File: src/rtl/nibble_packer.sv
// nibble_packer
// Scatters 4-bit input lanes into two 32-bit accumulation words (A and B) at
// per-lane nibble positions. Each word is presented with valid/ready once all
// eight of its nibbles have been written.
//
// Build option: define PACKER_PARITY_EN to add the par_a/par_b outputs
// (bit k = XOR of nibble k of the presented word).
//
// Ports:
//   clk, rst_n        clock (posedge) and asynchronous active-low reset
//   in_valid/in_ready input beat handshake
//   nibbles           lane i data = nibbles[i*4 +: 4]
//   lane_en           lane i participates in the beat when 1
//   pos               lane i target nibble index = pos[i*3 +: 3]
//   sel_ab            lane i target word, 0 = A, 1 = B
//   data_a/valid_a/ready_a   completed word A and its handshake
//   data_b/valid_b/ready_b   completed word B and its handshake
//   par_a, par_b      per-nibble parity of data_a/data_b (PACKER_PARITY_EN only)
module nibble_packer #(
  parameter int N_LANES = 4
) (
  input  logic                 clk,
  input  logic                 rst_n,
  input  logic                 in_valid,
  output logic                 in_ready,
  input  logic [4*N_LANES-1:0] nibbles,
  input  logic [N_LANES-1:0]   lane_en,
  input  logic [3*N_LANES-1:0] pos,
  input  logic [N_LANES-1:0]   sel_ab,
  output logic [31:0]          data_a,
  output logic                 valid_a,
  input  logic                 ready_a,
  output logic [31:0]          data_b,
  output logic                 valid_b,
  input  logic                 ready_b
`ifdef PACKER_PARITY_EN
  ,
  output logic [7:0]           par_a,
  output logic [7:0]           par_b
`endif
);

  typedef enum logic {FILL = 1'b0, HOLD = 1'b1} state_t;

  state_t      state_a, state_a_next;
  state_t      state_b, state_b_next;
  logic [31:0] acc_a, acc_b;
  logic [31:0] acc_a_wr, acc_b_wr;
  logic [7:0]  mask_a, mask_b;
  logic [7:0]  mask_a_wr, mask_b_wr;
  logic        blocked;
  logic        accept;
  logic        done_a, done_b;
  logic        take_a, take_b;

  // A beat is refused as a whole if any enabled lane points at a word that is
  // still waiting for its consumer. Deliberately independent of in_valid.
  always_comb begin
    blocked = 1'b0;
    for (int i = 0; i < N_LANES; i++) begin
      if (lane_en[i] && ((sel_ab[i] && state_b == HOLD) ||
                         (!sel_ab[i] && state_a == HOLD))) begin
        blocked = 1'b1;
      end
    end
  end

  assign in_ready = !blocked;
  assign accept   = in_valid && in_ready;

  // Merge the beat into copies of both accumulators. Lanes are applied in
  // ascending order, so the highest lane wins when two hit the same nibble.
  always_comb begin
    acc_a_wr  = acc_a;
    acc_b_wr  = acc_b;
    mask_a_wr = mask_a;
    mask_b_wr = mask_b;
    for (int i = 0; i < N_LANES; i++) begin
      if (lane_en[i]) begin
        if (sel_ab[i]) begin
          acc_b_wr[{pos[i*3 +: 3], 2'b00} +: 4] = nibbles[i*4 +: 4];
          mask_b_wr[pos[i*3 +: 3]]              = 1'b1;
        end else begin
          acc_a_wr[{pos[i*3 +: 3], 2'b00} +: 4] = nibbles[i*4 +: 4];
          mask_a_wr[pos[i*3 +: 3]]              = 1'b1;
        end
      end
    end
  end

  assign done_a = accept && (state_a == FILL) && (mask_a_wr == 8'hFF);
  assign done_b = accept && (state_b == FILL) && (mask_b_wr == 8'hFF);
  assign take_a = (state_a == HOLD) && ready_a;
  assign take_b = (state_b == HOLD) && ready_b;

  // FILL/HOLD state registers for both words.
  always_ff @(posedge clk or negedge rst_n) begin
    if (!rst_n) begin
      state_a <= FILL;
      state_b <= FILL;
    end else begin
      state_a <= state_a_next;
      state_b <= state_b_next;
    end
  end

  // Next-state logic: enter HOLD on the completing beat, leave on handshake.
  always_comb begin
    state_a_next = state_a;
    state_b_next = state_b;
    case (state_a)
      FILL:    if (done_a) state_a_next = HOLD;
      HOLD:    if (ready_a) state_a_next = FILL;
      default: state_a_next = FILL;
    endcase
    case (state_b)
      FILL:    if (done_b) state_b_next = HOLD;
      HOLD:    if (ready_b) state_b_next = FILL;
      default: state_b_next = FILL;
    endcase
  end

  assign valid_a = (state_a == HOLD);
  assign valid_b = (state_b == HOLD);

  // Accumulators, fill masks and the presented words. The output word is a
  // separate register so it stays put after the handshake while the next
  // word is being assembled.
  always_ff @(posedge clk or negedge rst_n) begin
    if (!rst_n) begin
      acc_a  <= '0;
      acc_b  <= '0;
      mask_a <= '0;
      mask_b <= '0;
      data_a <= '0;
      data_b <= '0;
    end else begin
      if (take_a) begin
        mask_a <= '0;
      end else if (accept && state_a == FILL) begin
        acc_a  <= acc_a_wr;
        mask_a <= mask_a_wr;
      end
      if (take_b) begin
        mask_b <= '0;
      end else if (accept && state_b == FILL) begin
        acc_b  <= acc_b_wr;
        mask_b <= mask_b_wr;
      end
      if (done_a) data_a <= acc_a_wr;
      if (done_b) data_b <= acc_b_wr;
    end
  end

`ifdef PACKER_PARITY_EN
  function automatic logic [7:0] nib_parity(input logic [31:0] w);
    logic [7:0] r;
    for (int k = 0; k < 8; k++) r[k] = ^w[k*4 +: 4];
    return r;
  endfunction

  // Parity is captured on the same edge as the word it describes.
  always_ff @(posedge clk or negedge rst_n) begin
    if (!rst_n) begin
      par_a <= '0;
      par_b <= '0;
    end else begin
      if (done_a) par_a <= nib_parity(acc_a_wr);
      if (done_b) par_b <= nib_parity(acc_b_wr);
    end
  end
`endif

endmodule
File: config.mk
export PLATFORM = sky130hd
export DESIGN_NAME = nibble_packer
export DESIGN_NICKNAME = d
export VERILOG_FILES = /design/src/rtl/nibble_packer.sv
export SDC_FILE = /design/constraint.sdc
export NUM_CORES = 1
export LEC_CHECK = 0
export ABC_AREA = 1
export BUFFER_PORTS_ARGS = -buffer_cell sky130_fd_sc_hd__buf_2
export CAP_MARGIN = 20
export CORE_AREA = 8 8 175 177
export DETAILED_ROUTE_END_ITERATION = 7
export DIE_AREA = 0 0 183 185
export GPL_TIMING_DRIVEN = 0
export SLEW_MARGIN = 25
export SYNTH_ARGS = -nofsm -noshare
export SYNTH_HDL_FRONTEND = slang
export SYNTH_SLANG_ARGS = --single-unit
File: constraint.sdc
create_clock -name clk -period 1.7 [get_ports clk]
set_input_delay 0.17 -clock clk [delete_from_list [all_inputs] [get_ports clk]]
set_output_delay 0.17 -clock clk [all_outputs]
set_load 0.02 [all_outputs]
=== Word-level counts from Yosys, hierarchy flattened ===
Cells that the tools add are included.

* Bits in registers: 146
* Output and inout bits: 67
* Logic and storage cells: 140

* Add/sub/neg operators: 4
* Order comparisons: 8
* Equality and inequality tests: 2
* Shift-type cells: 8
* Muxes and demuxes: 62
* Bitwise gates (word level): 12
* Reduce and logical (&&, ||, !) cells: 36

{| class="wikitable"
|+ Operators with widths
! cell !! number
|-
| $mux 32 || 16
|-
| $bwmux 32 || 8
|-
| $mux 8 || 20
|-
| $shift 4x7->32 const A || 4
|-
| $shiftx 4x7->32 || 4
|-
| $or 8x8->8 || 8
|-
| $neg 5->7 || 4
|-
| $logic_and 1x1->1 || 23
|-
| $eq 8x8->1 const B || 2
|-
| $lt 3x4->1 const B || 4
|-
| $demux 1 s3 || 4
|-
| $ge 3x1->1 const B || 4
|-
| $mux 1 || 12
|-
| $logic_not 1->1 || 5
|-
| $logic_or 1x1->1 || 4
|-
| $not 1->1 || 4
|-
| $pmux 1 s2 || 2
|-
| $reduce_and 2->1 || 2
|-
| $reduce_bool 2->1 || 2
|}

=== Longest topological paths before layout ===
Gate-level depths: netlist of the first run.

* Depth after elaboration: 20
* Depth in mapped cells: 16
* Mapped depth without buffers: 16

=== Worst setup path before layout of the first run ===
OpenSTA, ideal clock, no wires.

* Path type: input to register
* Start: in pos[1]
* End: reg acc_a[24]
* Library setup time: 132 ps
* Data arrival time: 1,879 ps
* Data required time: 1,568 ps
* Path slack: -312 ps
* Cell stages on the path: 14
* Path through: buf_2 inv_1 ha_1 ha_1 inv_1 nand2_1 a21oi_1 nand3_1 nand3_1 nand3_1 nand2_1 nand2_1 nand2_1 o21ai_0

* Word-level cells in the longest chain between the ends: 14

{| class="wikitable"
|+ Ends and longest elaborated chain
! what !! RTL line !! text
|-
| start: declaration || 28 || <nowiki>input logic [3*N_LANES-1:0] pos,</nowiki>
|-
| $neg 5->7 (*) || 84 || <nowiki>acc_a_wr[{pos[i*3 +: 3], 2'b00} +: 4] = nibbles[i*4 +: 4];</nowiki>
|-
| $shiftx 4x7->32 or $shift 4x7->32 (tied branches) || 84 ||
|-
| $bwmux 32 (*) || 84 ||
|-
| $mux 32 (*) || 80 || <nowiki>if (sel_ab[i]) begin</nowiki>
|-
| $mux 32 (*) || 79 || <nowiki>if (lane_en[i]) begin</nowiki>
|-
| $bwmux 32 || 84 ||
|-
| $mux 32 || 80 ||
|-
| $mux 32 (*) || 79 ||
|-
| $bwmux 32 || 84 ||
|-
| $mux 32 || 80 ||
|-
| $mux 32 (*) || 79 ||
|-
| $bwmux 32 || 84 ||
|-
| $mux 32 || 80 ||
|-
| $mux 32 (*) || 79 ||
|-
| end signal: assignment || 141 || <nowiki>acc_a <= acc_a_wr;</nowiki>
|-
| end: declaration || 47 || <nowiki>logic [31:0] acc_a, acc_b;</nowiki>
|}

Every way passes the cells marked *; elsewhere a longest branch is shown, timed or not.
A chain may end at the register's enable or synchronous reset.

=== Worst setup path after layout of the first run ===
* Start: reg state_a, in the netlist valid_a
* End: reg data_a[19]

* Word-level cells in the longest chain between the ends: 11

{| class="wikitable"
|+ Ends and longest elaborated chain
! what !! RTL line !! text
|-
| start: declaration || 45 || <nowiki>state_t state_a, state_a_next;</nowiki>
|-
| start signal: assignment || 102 || <nowiki>state_a <= state_a_next;</nowiki>
|-
| $logic_and 1x1->1 || 62 || <nowiki>(!sel_ab[i] && state_a == HOLD))) begin</nowiki>
|-
| $logic_or 1x1->1 || 61 || <nowiki>if (lane_en[i] && ((sel_ab[i] && state_b == HOLD) ||</nowiki>
|-
| $logic_and 1x1->1 || 61 ||
|-
| $mux 1 (4 in series) || 61 ||
|-
| $logic_not 1->1 || 68 || <nowiki>assign in_ready = !blocked;</nowiki>
|-
| $logic_and 1x1->1 || 69 || <nowiki>assign accept = in_valid && in_ready;</nowiki>
|-
| $logic_and 1x1->1 (*) (2 in series) || 91 || <nowiki>assign done_a = accept && (state_a == FILL) && (mask_a_wr == 8'hFF);</nowiki>
|-
| end signal: assignment || 150 || <nowiki>if (done_a) data_a <= acc_a_wr;</nowiki>
|-
| end: declaration || 30 || <nowiki>output logic [31:0] data_a,</nowiki>
|}

Marks and branches as above.

==> metrics.md, run 1 <==
| Metric | Value |
|---|---|
| Outcome | `complete, but fails checks` |
| Failing checks | `negative setup slack` |
| Crit path max fanout | `8` |
| Initial antenna violation count | `1` |
| Placement Setup Slack | `-0.888 ns` |
| WL final | `around 50000 um` |
| Synth warnings | `0` |
| CP max-delay cell | `dfrtp_2` |
| Die H | `around 190 um` |
| Crit-path cells | `inv_4 -> o21ai_1 -> nand2_1 -> nand2_2 -> nor2_4 -> nand3_4 -> nor2_4 -> buf_12 -> nand3_4 -> clkbuf_16 -> nand2_2 -> nand2_1` |
| Combinational power share | `32.2%` |
| Switch share | `between 30% and 40%` |
| Port Buffer Count | `between 100 and 150` |
| # DRC | `0` |
| Sequential-to-total area share from yosys stat | `33.3%` |
| DRT antenna net count | `0` |
| Netlist cell types | `32` |
| Synthesized instance count | `1813` |
| Post-route cell area | `around 0.014 sq mm` |
| Yosys reg bits | `146` |
| Setup ws final | `-0.256 ns` |
| Via count | `12720` |
| WS Path Type | `flip-flop to flip-flop` |
| Post-synth ARST share | `100%` |
| Post-synth top flop | `dfrtp_1` |
| CTS root buf | `clkbuf_16` |
| Setup violators final | `142` |
| Most frequent cells in the layout | `657 x nand2_1, 197 x inv_1, 193 x nand3_1` |
| Starting Density | `39.1%` |
| Largest net degree at the start of global routing | `77` |
| CTS tree | `yes` |
| Vias per cell | `5.32` |
| Total track usage | `29.1%` |
| TritonRoute pass-1 iters | `6` |
| Syn_area_per_cell | `6.05 sq um` |
| DP Cell Count | `2303` |
| Leakage power | `~7.6 nW` |
| Max Freq | `between 500 and 600 MHz` |
| Area after DPL | `0.0122 sq mm` |
| TritonCTS Buffers | `17` |
| DP Wirelength | `38400 um` |
| P per Cell Area | `between 800 and 900 mW/mm^2` |
| Switching power | `between 4 and 5 mW` |
| Clk_lat worst skew | `0.43 ns` |
| Routability congestion estimate | `around 1.0` |
| Final slew viol count | `0` |
| Vias in the first global route | `11997` |
| Overall power | `12.1 mW` |
| Core area | `0.0281 sq mm` |
| Final setup TNS | `-21.21 ns` |
| Relative slew slack | `a little over a quarter` |
| Clk sink count | `roughly 150` |
| Reg power frac | `between 30% and 40%` |
| Final hold vios | `0` |
| EDFF count, synth | `0` |
| I/O pins | `108` |
| Clock skew | `about 0.013 ns` |
| First DRT Iteration DRCs | `1587` |
| Crit path time final | `1.96 ns` |
| Most common cell after layout, fill and taps aside | `nand2_1` |
| Tcrit/Tclk final | `115%` |
| Critical path arrival | `2.29 ns` |
| Post-synth net total | `1869` |
| Worst VDD drop | `0.557 mV` |
| Startpoint types | `flip-flop` |
| Internal power | `7.37 mW` |
| Actual slew at the worst max-slew pin | `1.11 ns` |
| GR Overflow Total | `0` |
| Critical path capture point type | `flip-flop` |
| Hold crit path type | `primary input to flip-flop` |
| Synth Cell Area | `between 0.01 and 0.015 sq mm` |
| Area growth syn-to-layout | `30.6%` |
| Htree depth | `4` |
| Number of max-cap violations | `0` |
| Share of cells above drive strength 1 | `24.2%` |
| Clock Pin Slew Worst Setup and Hold Paths | `0.07 ns` |
| Global-route wire length before repair | `74200 um` |
| Die area | `about 0.034 sq mm` |
| WL/cell | `20.9 um` |
| Deepest clock path buffer count | `2` |
| Max stage delay on crit path | `between 0.4 and 0.5 ns` |
| Clock Power Share | `between 30% and 40%` |
| Row Count | `62` |
| Die width | `~180 um` |
| Post-route insts no fill | `2390` |
| Required time of the critical path | `a little over 2 ns` |
| Nets | `2048` |
| RSZ-0062 raised after global routing | `true` |
[critical path: cells and delay by family, from the launching register on]
family,cells,cell delay (ns)
AND/OR/NAND/NOR,8,0.84
flip-flops,1,0.46
AO/OA/AOI/OAI,1,0.06
buffers and inverters,3,0.47
[final cells by class]
type,instances,area (sq um)
Antenna cell,1,2.50
Clock inverter,15,161
Fill cell,2982,13700
Buffer,56,557
Inverter,233,891
Tap cell,384,480
Timing Repair Buffer,159,1180
Sequential cell,146,3660
Multi-Input combinational cell,1379,6990
Clock buffer,17,425
[sequential cells by signal, indices dropped and copies added, names as in the netlist]
signal / cells
data_a: 32
mask_a: 8
mask_b: 8
acc_b: 32
acc_a: 32
valid_a: 1
valid_b: 1
data_b: 32
[metrics by stage]
stage               utilization (%)  hold slack (ns)
floorplan                         -           -0.126
global placement               43.3            0.358
detailed placement             43.4            0.174
CTS                            48.7            0.162
global route                   51.1            0.215
finish                         51.1            0.171
[power groups by stage]
stage / registers [mW] / clock network [mW] / logic, mW
finish: 4.26 / 3.94 / 3.89
global route: 4.31 / 4.12 / 4.30
CTS: 4.24 / 3.98 / 3.60
detailed placement: 4.30 / 0 / 3.32
global placement: 4.28 / 0 / 3.30
floorplan: 4.30 / 0 / 2.12
[cells by family after synthesis]
kind of cell / Yosys count / synth area share [%]
adders and majority gates: 15 / 1.71
buffers and inverters: 289 / 11.1
AOI/OAI and AO/OA: 182 / 8.64
DFF: 146 / 33.3
and+or+nand+nor: 1181 / 45.3
[worst paths after layout]
path	cells past startpoint	slack (ns)	start	endpoint
max	12	-0.26	valid_a	data_a[19]
min	5	0.17	in_valid	mask_a[0]
max reg2reg	12	-0.26	valid_a	data_a[19]
min reg2reg	2	0.47	data_b[4]	data_b[4]
max in group asynchronous	3	0.64	rst_n	acc_a[8]
min in group asynchronous	2	0.27	rst_n	mask_b[4]
[routing by layer]
layer  track usage (%)  up-vias  routed length (um)
met2              45.6      612               21900
met4              10.8        2                1880
met5              1.33        -                  45
met3              4.98      115                4080
li1                  -     6095                   -
met1              39.7     5896               22100
[repair_timing]
action | in CTS | in global routing
endpoints found under the hold margin | 72 | 0
gates cloned | 7 | 3
hold buffers | 3 | 0
endpoints found under the setup margin | 147 | 147
buffers inserted | 31 | 12
resized for setup | 148 | 172
pin swaps | 30 | 31
[cell usage after synthesis, types with 4 or more instances]
library cell,number,area [sq um]
nand4_1,31,194
o211ai_1,9,67.6
o21ai_1,11,55.1
o21ai_0,102,510
nor2_4,7,78.8
o22ai_1,6,37.5
clkinv_1,4,15.0
buf_2,18,90.1
clkbuf_1,15,56.3
nand2_1,740,2780
inv_2,13,48.8
a21oi_1,50,250
buf_6,9,101
dfrtp_1,146,3650
nor2_1,133,499
nor2_2,13,81.3
ha_1,15,188
buf_4,11,82.6
inv_1,216,811
nor3_1,23,115
nand3_1,221,1110
Note: power is estimated with default switching activity, not from simulation.
==> run 2: changes to the inputs <==
GPL_TIMING_DRIVEN = unset   (was 0)
==> metrics.md, run 2 (synthesized netlist as in run 1, its figures left out) <==
| Metric | Value |
|---|---|
| P per Cell Area | `799 mW/mm^2` |
| CP max-delay cell | `dfrtp_2` |
| Clock skew | `0.00920 ns` |
| RSZ-0062 raised after global routing | `true` |
| Worst VDD drop | `0.623 mV` |
| GR Overflow Total | `0` |
| Required time of the critical path | `2.03 ns` |
| Global-route wire length before repair | `72100 um` |
| Final hold vios | `0` |
| WL/cell | `19.0 um` |
| Leakage power | `8.65 nW` |
| Die width | `between 150 and 200 um` |
| Critical path arrival | `2.33 ns` |
| Outcome | `complete, but fails checks` |
| Crit path max fanout | `8` |
| Clk_lat worst skew | `roughly 0.44 ns` |
| DRT antenna net count | `0` |
| Failing checks | `negative setup slack` |
| Critical path capture point type | `flip-flop` |
| Area growth syn-to-layout | `41.1%` |
| Post-route cell area | `0.0155 sq mm` |
| Area after DPL | `0.0141 sq mm` |
| Deepest clock path buffer count | `2` |
| Max stage delay on crit path | `0.47 ns` |
| Share of cells above drive strength 1 | `26.9%` |
| Htree depth | `4` |
| Initial antenna violation count | `1` |
| Starting Density | `39.1%` |
| DP Cell Count | `2531` |
| Max Freq | `499 MHz` |
| Cell mode on critical path | `nand2_1` |
| Die area | `0.0339 sq mm` |
| Row Count | `62` |
| Number of max-cap violations | `0` |
| Most common cell after layout, fill and taps aside | `nand2_1` |
| Setup violators final | `144` |
| Clk sink count | `146` |
| Setup ws final | `-0.305 ns` |
| Vias per cell | `5.19` |
| Final setup TNS | `-25.91 ns` |
| WS Path Type | `flip-flop to flip-flop` |
| Startpoint types | `flip-flop` |
| CTS root buf | `clkbuf_16` |
| Tcrit/Tclk final | `118%` |
| Largest net degree at the start of global routing | `55` |
| DP Wirelength | `38000 um` |
| Clock Pin Slew Worst Setup and Hold Paths | `0.07 ns` |
| Relative slew slack | `between 60 and 70%` |
| Port Buffer Count | `107` |
| First DRT Iteration DRCs | `1593` |
| Via count | `13394` |
| Vias in the first global route | `12310` |
| Final slew viol count | `0` |
| Crit path time final | `around 2 ns` |
| # DRC | `0` |
| Crit-path cells | `buf_6 -> nand2_1 -> nand2_1 -> nand2_2 -> inv_2 -> nor2_4 -> nand3_4 -> buf_6 -> nor2_4 -> nand3_4 -> clkbuf_16 -> nand2_1 -> nand2_1` |
| Most frequent cells in the layout | `682 x nand2_1, 263 x buf_4, 210 x inv_1` |
| Nets | `2242` |
| WL final | `a little under 50000 um` |
| TritonRoute pass-1 iters | `5` |
| Ant diodes | `0` |
| Core area | `between 0.02 and 0.03 sq mm` |
| Post-route insts no fill | `2583` |
| CTS tree | `yes` |
| Actual slew at the worst max-slew pin | `0.590 ns` |
| Routability congestion estimate | `slightly above 1` |
| TritonCTS Buffers | `17` |
| Die H | `185 um` |
| Total track usage | `27.8%` |
| I/O pins | `108` |
| Hold crit path type | `primary input to asynchronous set/reset pin` |
## run 2: layer usage
metal  vias up  part of all wire [%]  global-route usage (%)
met5         -                 0.027                       0
met4         2                   3.3                    8.78
met3        93                   7.3                    4.53
met2       581                    43                    41.3
met1      6231                    46                    40.5
li1       6487                     -                       -
## run 2: critical path, delay by kind of cell, from the launching register on
kind | cells | cell delay, ns
flip-flops | 1 | 0.47
buffers and inverters | 4 | 0.54
AND/OR/NAND/NOR | 9 | 0.87
## run 2: final timing paths
| kind | start | end | slack [ns] | depth (start not counted) |
|---|---|---|---|---|
| setup / recovery | valid_b | data_a[7] | -0.31 | 13 |
| hold / removal | rst_n | mask_b[2] | 0.17 | 2 |
| setup reg to reg | valid_b | data_a[7] | -0.31 | 13 |
| hold reg to reg | data_a[5] | data_a[5] | 0.47 | 2 |
| max in group asynchronous | rst_n | acc_b[17] | 0.98 | 3 |
| min in group clk | in_valid | mask_a[0] | 0.22 | 5 |
## run 2: power breakdown
part / leakage (nW) / internal [mW] / switching [mW]
Clock: 0.291 / 2.34 / 1.69
Combinational: 6.41 / 1.55 / 2.54
Sequential: 1.95 / 3.99 / 0.269
Total: 8.65 / 7.88 / 4.49
## run 2: cell type report
type                    instances  area (sq um)
clock buffers                  19           433
repair buffers                410          3240
inverters                     233           878
multi-input cells            1378          6630
flip-flops and latches        146          3660
fillers                      2905         12600
well taps                     384           480
clock inverters                13           174
## run 2: metrics by stage
step	utilization [%]	setup WS [ns]	hold WS (ns)	power, mW
floorplan	-	-0.0140	-0.126	6.42
global placement	50.1	-0.532	0.0689	7.95
detailed placement	50.1	-0.529	0.0664	8.00
CTS	52.7	-0.208	0.170	12.1
global route	55.2	-0.395	0.198	13.1
finish	55.2	-0.305	0.173	12.4
## run 2: what timing repair did
action / in CTS / in global routing
hold buffers: 3 / 0
endpoints found under the setup margin: 145 / 147
setup buffers: 2 / 7
pin swaps: 2 / 34
hold endpoints to repair: 148 / 0
resized for setup: 20 / 129
gates cloned: 0 / 10
==> run 3: changes to the inputs <==
TNS_END_PERCENT = 20   (was unset)
==> metrics.md, run 3 (synthesized netlist as in run 1, its figures left out) <==
| Metric | Value |
|---|---|
| TritonCTS Buffers | `17` |
| Max stage delay on crit path | `0.45 ns` |
| Combinational power share | `32.5%` |
| Cell mode on critical path | `nand2_1` |
| Largest net degree at the start of global routing | `64` |
| Clock Pin Slew Worst Setup and Hold Paths | `around 0.070 ns` |
| Clock Power Share | `32.8%` |
| Relative slew slack | `about 65%` |
| I/O pins | `108` |
| Share of cells above drive strength 1 | `24.7%` |
| Vias in the first global route | `approximately 12000` |
| DP Cell Count | `2549` |
| Leakage power | `8.53 nW` |
| Routability congestion estimate | `1.03` |
| RSZ-0062 raised after global routing | `true` |
| Critical path arrival | `roughly 2.2 ns` |
| Global-route wire length before repair | `73900 um` |
| Ant diodes | `0` |
| Setup ws final | `-0.173 ns` |
| Crit path max fanout | `13` |
| Die width | `183 um` |
| Final Util | `around 54%` |
| Deepest clock path buffer count | `2` |
| Setup violators final | `131` |
| Die area | `0.0339 sq mm` |
| Max Freq | `534 MHz` |
| Clk_lat worst skew | `0.45 ns` |
| Starting Density | `39.1%` |
| CP max-delay cell | `dfrtp_2` |
| Reg power frac | `34.7%` |
| Worst VDD drop | `1.12 mV` |
| Vias per cell | `5.10` |
| Final slew viol count | `0` |
| R2R setup slack | `-0.17 ns` |
| WL/cell | `19.0 um` |
| Outcome | `complete, but fails checks` |
| Final hold vios | `0` |
| Required time of the critical path | `2.06 ns` |
| Port Buffer Count | `107` |
| Core area | `0.0281 sq mm` |
| Via count | `13203` |
| Internal power | `just under 8 mW` |
| Switching power | `4.46 mW` |
| Most common cell after layout, fill and taps aside | `nand2_1` |
| First DRT Iteration DRCs | `around 1300` |
| Total track usage | `29.0%` |
| Crit-path cells | `inv_4 -> o21ai_1 -> nand2_1 -> nand2_1 -> nor2_2 -> nand3_2 -> buf_6 -> nor2_4 -> buf_6 -> clkbuf_16 -> nand2_1 -> o21ai_0` |
| Startpoint types | `flip-flop` |
| CTS tree | `yes` |
| Die H | `185 um` |
| Row Count | `62` |
| P per Cell Area | `about 800 mW/mm^2` |
| Switch share | `a little over a third` |
| Actual slew at the worst max-slew pin | `0.523 ns` |
| CTS root buf | `clkbuf_16` |
| Critical path capture point type | `flip-flop` |
| Nets | `about 2200` |
| Htree depth | `4` |
| Post-route insts no fill | `2589` |
| Clk sink count | `146` |
| Area growth syn-to-layout | `37.2%` |
| Tcrit/Tclk final | `110%` |
| DP Wirelength | `between 30000 and 40000 um` |
| Crit path time final | `1.87 ns` |
| Clock skew | `0.0106 ns` |
| Hold crit path type | `primary input to asynchronous set/reset pin` |
| TritonRoute pass-1 iters | `6` |
| # DRC | `0` |
| Initial antenna violation count | `1` |
| WL final | `slightly below 50000 um` |
| GR Overflow Total | `0` |
| WS Path Type | `flip-flop to flip-flop` |
| DRT antenna net count | `0` |
| Number of max-cap violations | `0` |
| Most frequent cells in the layout | `722 x nand2_1, 287 x buf_4, 215 x nand3_1` |
| Failing checks | `negative setup slack` |
run 3: layout make-up:
| cell class | instances | area [sq um] |
|---|---|---|
| clock inverter | 13 | 171 |
| timing repair buffer | 416 | 3090 |
| inverter | 233 | 882 |
| clock buffer | 19 | 443 |
| multi-input combinational | 1378 | 6330 |
| tap | 384 | 480 |
| sequential | 146 | 3660 |
| fill | 2939 | 13000 |
run 3: worst paths after layout:
kind,to,from,cells after the start
hold / removal,data_b[4],rst_n,2
min in group clk,mask_a[0],in_valid,5
setup reg to reg,acc_a[8],valid_a,12
hold reg to reg,data_a[21],data_a[21],2
setup / recovery,acc_a[8],valid_a,12
max in group asynchronous,data_a[19],rst_n,3
run 3: repair_timing:
action                                  4_1_cts  5_1_grt
hold buffers                                  3        0
gates cloned                                  0        3
endpoints found under the setup margin      146      146
resized for setup                            10       51
buffers inserted                              0        2
hold endpoints to repair                    148        0
pin swaps                                     3        3
run 3: stage by stage:
| step | setup slack (ns) | cell area (sq um) | hold slack [ns] | setup TNS [ns] | total power, mW |
|---|---|---|---|---|---|
| 5_1_grt | -0.293 | 15100 | 0.156 | -32.19 | 13.0 |
| 6_report | -0.173 | 15100 | 0.146 | -14.36 | 12.3 |
| 3_3_place_gp | -0.556 | 14200 | 0.0402 | -54.85 | 8.09 |
| 3_5_place_dp | -0.564 | 14200 | 0.0434 | -55.24 | 8.12 |
| 4_1_cts | -0.206 | 14800 | 0.130 | -18.52 | 12.2 |
| 2_1_floorplan | -0.0518 | 11100 | -0.126 | -2.58 | 6.41 |
run 3: worst max-delay path, delay by kind of cell, from the launching register on:
family,cells,cell delay (ns)
AOI/OAI and AO/OA,2,0.13
buffers and inverters,4,0.61
DFF,1,0.45
and+or+nand+nor,6,0.60
run 3: routing by layer:
layer	wire length, um	up-vias	global-route usage (%)	share of wire, %
li1	-	6506	-	-
met1	23200	6079	42.4	47
met2	20300	545	41.9	41
met3	4200	73	5.39	8.5
met4	1560	0	10.1	3.2
met5	0	-	0	0
run 3: power by group through the flow:
| stage | registers [mW] | logic (mW) | clock network (mW) |
|---|---|---|---|
| finish | 4.28 | 4.01 | 4.04 |
| global route | 4.32 | 4.44 | 4.24 |
| CTS | 4.27 | 3.83 | 4.10 |
| detailed placement | 4.32 | 3.80 | 0 |
| global placement | 4.31 | 3.78 | 0 |
| floorplan | 4.30 | 2.11 | 0 |
